$ cat src/rtl/sha2_msg_sched.sv
// sha2_msg_sched: SHA-256 message schedule, buffers a 16-word block and streams W_0..W_{NumRound-1}
module sha2_msg_sched #(
    parameter int NumRound = 64
) (
    input  logic        clk_i,
    input  logic        rst_ni,
    input  logic        sha_en,
    input  logic        hash_start,
    input  logic        wipe_secret,
    input  logic [31:0] wipe_v,
    input  logic        shaf_rvalid,
    input  logic [31:0] shaf_rdata,
    output logic        shaf_rready,
    output logic        w_valid,
    output logic [31:0] w_data,
    output logic [5:0]  w_round,
    input  logic        w_ready,
    output logic        block_done
);
    localparam int BlkWords = 16;
    typedef enum logic [1:0] {StIdle, StLoad, StRun} state_e;
    state_e      state, state_n;
    logic [31:0] w   [BlkWords];
    logic [31:0] w_n [BlkWords];
    logic [4:0]  ld_cnt, ld_n;
    logic [5:0]  rnd_cnt, rnd_n;
    logic        ld_acc, shift, last, wipe;
    logic [31:0] w_new;

    function automatic logic [31:0] rotr(input logic [31:0] x, input int n);
        return (x >> n) | (x << (32 - n));
    endfunction

    function automatic logic [31:0] s0(input logic [31:0] x);
        return rotr(x, 7) ^ rotr(x, 18) ^ (x >> 3);
    endfunction

    function automatic logic [31:0] s1(input logic [31:0] x);
        return rotr(x, 17) ^ rotr(x, 19) ^ (x >> 10);
    endfunction

    assign shaf_rready = rst_ni && sha_en && !hash_start && state == StLoad;
    assign w_valid     = rst_ni && state == StRun;
    assign w_data      = w_valid ? w[0] : '0;
    assign w_round     = w_valid ? rnd_cnt : '0;
    assign ld_acc      = shaf_rready && shaf_rvalid;
    assign shift       = w_valid && w_ready && sha_en && !hash_start;
    assign last        = rnd_cnt == 6'(NumRound - 1);
    assign block_done  = shift && last;
    assign wipe        = wipe_secret && sha_en && !hash_start;
    assign w_new       = s1(w[14]) + w[9] + s0(w[1]) + w[0];

    always_comb begin
        state_n = state;
        ld_n    = ld_cnt;
        rnd_n   = rnd_cnt;
        case (state)
            StIdle: state_n = hash_start ? StLoad : StIdle;
            StLoad: if (ld_acc) begin
                ld_n    = (ld_cnt == 5'd15) ? '0 : ld_cnt + 5'd1;
                state_n = (ld_cnt == 5'd15) ? StRun : StLoad;
            end
            StRun: if (shift) begin
                rnd_n   = last ? '0 : rnd_cnt + 6'd1;
                state_n = last ? StLoad : StRun;
            end
            default: state_n = StIdle;
        endcase
        if (hash_start) begin
            state_n = StLoad;
            ld_n    = '0;
            rnd_n   = '0;
        end
        if (!sha_en) begin
            state_n = StIdle;
            ld_n    = '0;
            rnd_n   = '0;
        end
    end

    // wipe overrides any shift or load write to the buffer in the same cycle
    always_comb begin
        for (int i = 0; i < BlkWords - 1; i++) w_n[i] = shift ? w[i + 1] : w[i];
        w_n[BlkWords - 1] = shift ? w_new : w[BlkWords - 1];
        if (ld_acc) w_n[ld_cnt[3:0]] = shaf_rdata;
        if (wipe) for (int i = 0; i < BlkWords; i++) w_n[i] = wipe_v;
    end

    always_ff @(posedge clk_i) begin
        if (!rst_ni) begin
            state   <= StIdle;
            ld_cnt  <= '0;
            rnd_cnt <= '0;
            w       <= '{default: '0};
        end else begin
            state   <= state_n;
            ld_cnt  <= ld_n;
            rnd_cnt <= rnd_n;
            w       <= w_n;
        end
    end
endmodule

$ cat config.mk
export PLATFORM = sky130hd
export DESIGN_NAME = sha2_msg_sched
export DESIGN_NICKNAME = d
export VERILOG_FILES = /design/src/rtl/sha2_msg_sched.sv
export SDC_FILE = /design/constraint.sdc
export NUM_CORES = 2
export LEC_CHECK = 0
export CAP_MARGIN = 0
export CORE_MARGIN = 2
export CORE_UTILIZATION = 30
export CTS_CLUSTER_SIZE = 8
export DETAILED_ROUTE_END_ITERATION = 8
export SYNTH_ARGS = -nofsm -noshare
export SYNTH_HDL_FRONTEND = slang
export SYNTH_SLANG_ARGS = --single-unit
$ cat constraint.sdc
create_clock -name clk_i -period 4.4 [get_ports clk_i]
set_input_delay 0.66 -clock clk_i [delete_from_list [all_inputs] [get_ports clk_i]]
set_output_delay 0.66 -clock clk_i [all_outputs]
set_load 0.01 [all_outputs]
# ---- After elaboration in Yosys (flattened, before gate mapping)
# Cells that the tools add are included.
dict set report word_totals {
  ff_bits 525
  elab_cells 96
}
dict set report classes {
  n_reduce_logical 19
  eq_ne 8
  bitwise 11
  mux 31
  magnitude_cmp 2
  n_addsub 5
}
# cell n
set ops {}
lappend ops {{512-bit two-way mux} 2}
lappend ops {{32-bit two-way mux} 18}
lappend ops {{512-bit bitwise mux} 1}
lappend ops {{32-bit demux with 4-bit select} 1}
lappend ops {{32-bit adder} 3}
lappend ops {{32-bit bitwise XOR} 2}
lappend ops {{13-bit by 32-bit bitwise OR with 32-bit output} 1}
lappend ops {{14-bit by 32-bit bitwise OR with 32-bit output} 1}
lappend ops {{15-bit by 32-bit bitwise OR with 32-bit output} 1}
lappend ops {{25-bit by 32-bit bitwise OR with 32-bit output} 1}
lappend ops {{32-bit by 22-bit bitwise XOR with 32-bit output} 1}
lappend ops {{32-bit by 29-bit bitwise XOR with 32-bit output} 1}
lappend ops {{1-bit logical AND} 12}
lappend ops {{6-bit two-way mux} 2}
lappend ops {{2-bit AND reduction} 5}
lappend ops {{2-bit two-way mux} 4}
lappend ops {{6-bit by 1-bit adder with 6-bit output (second input constant)} 1}
lappend ops {{6-bit == test (second input constant)} 1}
lappend ops {{3-bit != test (second input constant)} 2}
lappend ops {{5-bit by 1-bit adder with 5-bit output (second input constant)} 1}
lappend ops {{5-bit by 4-bit == test with 1-bit output (second input constant)} 1}
lappend ops {{5-bit >= comparator (second input constant)} 1}
lappend ops {{5-bit by 1-bit < comparator with 1-bit output (second input constant)} 1}
lappend ops {{5-bit two-way mux} 1}
lappend ops {{9 further kinds} 11}

# ---- Longest topological paths before layout
dict set report depth {
  ltp_word 10
  mapped_depth 16
  ltp_nobuf 15
}

# ---- Worst setup path before layout
# Ideal clock, no wire load.
dict set report synth_path {
  path_kind {flip-flop to flip-flop}
  startpoint {reg w[43] (netlist name)}
  endpoint {reg w[23] (netlist name)}
  n_path_buf 1
  path_stages_with_launch 17
  path_slack_ns 0.417
  synth_period_minus_slack_ns 3.983
  arrival_ns 3.867
  setup_ns 0.116
  t_required_ns 4.284
  path_cell_list {dfxtp_1 > clkbuf_1 > xor2_1 > xnor2_1 > fa_1 > inv_1 > fa_1 > ha_1 > fa_1 > a21oi_1 > o22ai_4 > a2111oi_4 > a21oi_2 > nor2_2 > xor2_1 > a221oi_1 > a31o_1}
}
dict set report synth_between {
  elab_chain_cells 8
}
# item line_no
set synth_rtl {}
lappend synth_rtl {{from (decl)} 23} ;# logic [31:0] w [BlkWords];
lappend synth_rtl {{from (signal assigned)} 99} ;# w <= w_n;
lappend synth_rtl {{32-bit by 22-bit bitwise XOR with 32-bit output (*)} 39} ;# return rotr(x, 17) ^ rotr(x, 19) ^ (x >> 10);
lappend synth_rtl {{32-bit adder (*) (3 in a row)} 51} ;# assign w_new = s1(w[14]) + w[9] + s0(w[1]) + w[0];
lappend synth_rtl {{32-bit two-way mux (*)} 84} ;# w_n[BlkWords - 1] = shift ? w_new : w[BlkWords - 1];
lappend synth_rtl {{512-bit bitwise mux} 85} ;# if (ld_acc) w_n[ld_cnt[3:0]] = shaf_rdata;
lappend synth_rtl {{512-bit two-way mux (*)} 85}
lappend synth_rtl {{512-bit two-way mux (*)} 86} ;# if (wipe) for (int i = 0; i < BlkWords; i++) w_n[i] = wipe_v;
# Mark *: on every way between the ends. The rest lies on a longest branch, timed or not.
# A chain may end at the register's enable or synchronous reset.

# ---- Worst setup path after layout
dict set report layout_path {
  startpoint {reg w[38] (netlist name)}
  endpoint {reg w[23] (netlist name)}
}
dict set report layout_between {
  elab_chain_cells 10
  elab_cells_between_ends 11
  classes_between {3 x add/sub; 4 x mux; 4 x bitwise}
}
# item line_no
set layout_rtl {}
lappend layout_rtl {{13-bit by 32-bit bitwise OR with 32-bit output or 15-bit by 32-bit bitwise OR with 32-bit output (tied branches)} 31} ;# return (x >> n) | (x << (32 - n));
lappend layout_rtl {{32-bit bitwise XOR (*)} 39}
lappend layout_rtl {{32-bit by 22-bit bitwise XOR with 32-bit output (*)} 39}
lappend layout_rtl {{32-bit adder (*) (3 in a row)} 51}
lappend layout_rtl {{32-bit two-way mux (*)} 84}
lappend layout_rtl {{512-bit bitwise mux} 85}
lappend layout_rtl {{512-bit two-way mux (*)} 85}
lappend layout_rtl {{512-bit two-way mux (*)} 86}
# Marks and branches as above.

==> results.md <==
Layout:
- The finished layout holds 5,440 standard cells, fillers aside.
- The net count of the finished layout is 4,211.
- The layout overhead on the synthesized area is 13.44%.
- The final core utilization is 34.38%.
- The area occupied by registers is 0.01051 mm^2.
- The share of final-layout standard cells stronger than drive strength 1 is 6.721%.
- Leaving out fill and tap cells, the most frequent cell in the layout is nand2_1.
- Fill cells in the final layout number 11,060.
- The area of the multi-input gates is 0.01909 mm^2.
- Leaving out fill and tap cells, the most frequent cells in the layout are nand2_1 (958), o211ai_1 (582), dfxtp_1 (525).

Timing:
- The clock period could shrink to 4166 ps.
- Setup repair after global routing left no endpoint under its margin.
- The transition time at the pin with the least slew margin is 938.2 ps.
- The worst setup margin is 234.1 ps.
- The number of setup violations in the final report is 0.
- The worst pin sits at a relative slew slack of 37.45%.
- After layout, the worst path uses 94.68% of the clock period.
- The hold violation total from the final report is 0.
- Summed over all failing endpoints, the final setup total negative slack is 0 ps.
- The highest clock frequency the design can meet is 240.0 MHz.
- The final max-slew violation count came to 0.
- For the final database, setup skew stands at 13.94 ps.

CTS:
- The post-CTS clock slew at the launch and capture registers of the worst setup and hold paths is 60 ps.
- The root buffer cell chosen for the clock tree is clkbuf_16.
- For this design, the CTS-stage hold fixing added 0 buffers.
- The clock tree from TritonCTS is yes.
- The number of buffers created by CTS is 75.
- Counting along the longest clock path gives a buffer depth of 3.
- The CTS H-tree depth is 3.
- The clock net in this run drives a total of 525 sinks.
- Clock latency on the worst-skew pair, taken at its later pin, is 630 ps.

Power:
- The power density over cell area is 327.7 mW/mm^2.
- The share of total power dissipated in combinational logic is 13.0%.
- The overall power of the completed layout is 11,890 uW.
- The internal power of the cells totals 8671 uW.
- The worst-case IR drop observed on VDD is 0.2689 mV.
- The static leakage is 0.01386 uW.
- Net switching is 27.10% of the power.
- Per report_power, the clock group accounts for 44.6% of the total.
- Summed over all nets, the switching power comes to 3224 uW.
- The register share of total power is 42.3%.

Critical path:
- The critical-path cell with the highest stage delay is dfxtp_1.
- The critical path goes through xor2_1 > buf_4 > xnor2_1 > fa_1 > fa_1 > inv_1 > ha_1 > a21oi_1 > nand2_1 > o311ai_0 > a21oi_2 > nor2_2 > xor2_1 > a221oi_1 > a31o_1.
- In this run the worst path has a maximum fanout of 6.
- By startpoint and endpoint, the worst setup path is classified as flop to flop.
- The arrival time at the worst endpoint is 4690 ps.
- The critical path launch point type is a flop.
- The maximum single-stage delay on the critical path is 520 ps.
- The type of element capturing the critical path is a flop.
- The data required time of the critical path is 4920 ps.

Floorplan:
- The row count is 119.
- The die covers 0.1093 mm^2.
- From bottom edge to top edge, the die measures 330.6 um.
- The die is 330.6 um wide.
- The floorplan step defined a core boundary enclosing 0.1056 mm^2.
- 112 I/O pins were placed.
- Once the floorplan was initialized, standard cells occupied 30.31% of the core.

Global routing:
- The global-route congestion overflow total is 0.
- The number of global-route vias before repair came to 28,170.
- The wire length of the first global-routing pass is 175.5 mm.
- The number of antenna violations at the first check in global routing is 7.
- Entering global routing, the biggest net connects 153 pins.
- The overall global routing resource usage is 20.53%.

Route:
- The total vias in the final route is 30,100.
- The routed length per placed instance is 21.22 um.
- The final wirelength is 115.4 mm.
- After detailed routing, the number of remaining DRC violations is 0.
- In the final routing, the length of wire on met1 measures 51.38 mm.
- The top metal layer carrying routed signals is met5.
- The detail route stage leaves a number of antenna-violating nets equal to 0.
- The per-cell via count in the routed design is 5.532.
- Summed over all nets, wire length on met2 after detailed routing comes to 54.04 mm.
- The initial DRC count is 2,741.
- The length of routed met3 wiring is 5.364 mm.
- The first TritonRoute pass finished after 6 iterations.

Logic synthesis:
- The leading area contributor after synthesis is dfxtp_1.
- The count of unique library cells instantiated by Yosys is 73.
- The warning count from the yosys run is 0.
- The prevailing post-synth register cell is dfxtp_1.
- Each instance of the synthesized netlist takes up on average 7.607 um^2.
- The total nets after synthesis is 4,377.
- The count of flip-flops with a built-in enable after synthesis is 0.
- The netlist area before placement is 0.03199 mm^2.
- The proportion of synthesized chip area in sequential cells is 32.85%.
- The async set or reset register ratio after synthesis is 0%.
- In the post-synthesis netlist, the biggest area contributors are dfxtp_1 (33%), o211ai_1 (14%), nand2_1 (11%).
- In this run, synthesis produced a sequential element count of 525.
- The post-synthesis cell count is 4,206.
- The proportion of netlist area held by the largest area contributor is 32.85%.

Place:
- At the end of routability-driven placement, the weighted congestion stood at 1.000.
- The placed cell count is 5,354.
- At the placement stage, the worst setup path has a slack of 92.01 ps.
- The half-perimeter wire length of the detailed placement result is 76.62 mm.
- The total of buffers placed on input and output ports is 111.

Run status:
- The run finished with clean final reports.

Run:
- The reported max-cap violation count is 0.

Hold path:
- The worst hold path class is primary input to flop.
[synthesized netlist by cell type (17+ instances only)]
cell      instances
nor3_1           17
xor2_1           59
inv_1           130
buf_1            21
nand3_1         432
xnor2_1          86
o21ai_0          47
buf_2            77
fa_1             62
o211ai_1        582
nor2_1           44
a21boi_0        448
ha_1             38
clkbuf_1        398
and3_1           48
dfxtp_1         525
a21boi_1         39
nand2_1         962
a21oi_1          48
[worst max-delay path, delay by kind of cell (launching register included)]
kind | cells | cell delay (ps)
buffers and inverters | 2 | 220
AND/OR/NAND/NOR | 2 | 290
AO/OA/AOI/OAI | 5 | 1160
adder cells (fa/ha/maj) | 3 | 1380
XOR/XNOR | 3 | 490
flip-flops | 1 | 520
[path summary, 6_finish.rpt]
path / start / end / slack (ps) / depth (start not counted)
setup / recovery: w[38]$_SDFF_PN0_ / w[23]$_SDFF_PN0_ / 230 / 15
hold reg to reg: ld_cnt[4]$_SDFFE_PP0P_ / ld_cnt[4]$_SDFFE_PP0P_ / 490 / 1
hold / removal: rst_ni / w[291]$_SDFF_PN0_ / 420 / 2
setup reg to reg: w[38]$_SDFF_PN0_ / w[23]$_SDFF_PN0_ / 230 / 15
[power groups by stage]
stage	Combinational [uW]	Sequential, uW	Clock [uW]
global route	1700	5040	5560
finish	1550	5040	5310
global placement	1530	5120	0
detailed placement	1530	5130	0
CTS	1540	5030	5410
floorplan	1080	5070	0
[flip-flops by register name, summed over array words and instances, names as in the netlist]
name	flops
w	512
rnd_cnt	6
ld_cnt	5
state	2
[repair_timing]
action                     in CTS  in global routing
hold endpoints to repair        0                  0
gates resized for setup         0                  5
setup buffers                   0                  0
setup endpoints to repair       0                  3
[kinds of logic (layout without fill, tap and decap cells)]
family | Yosys count | count (layout) | share of synthesized area, %
and+or+nand+nor | 1559 | 1559 | 21.25
AOI/OAI and AO/OA | 1242 | 1242 | 28.67
buffers and inverters | 630 | 471 | 7.736
DFF | 525 | 525 | 32.85
xor gates and xnor gates | 145 | 145 | 3.970
adders and majority gates | 100 | 100 | 5.366
muxes | 5 | 5 | 0.1603
other | 0 | 2 | 0
[per-layer routing]
layer,track usage [%],up-vias
met2,33.76,840
li1,-,14320
met5,0,-
met3,2.515,185
met4,8.951,6
met1,27.01,14740
[per-stage QoR]
step / instance area [um^2] / hold slack, ps
final: 36290 / 419.3
after global routing: 36290 / 418.9
after CTS: 36270 / 382.1
after detailed placement: 34240 / 482.2
after global placement: 34240 / 481.1
after floorplan: 31990 / 457.7
[layout make-up]
| class | count | area share (%) |
|---|---|---|
| multi-input cells | 3051 | 52.60 |
| flip-flops and latches | 525 | 28.96 |
| repair buffers | 257 | 6.716 |
| clock buffers | 80 | 5.426 |
| diodes | 2 | 0.01379 |
| well taps | 1391 | 4.796 |
| inverters | 130 | 1.345 |
| clock inverters | 4 | 0.1482 |
No activity file was read; power rests on OpenSTA's default activity.
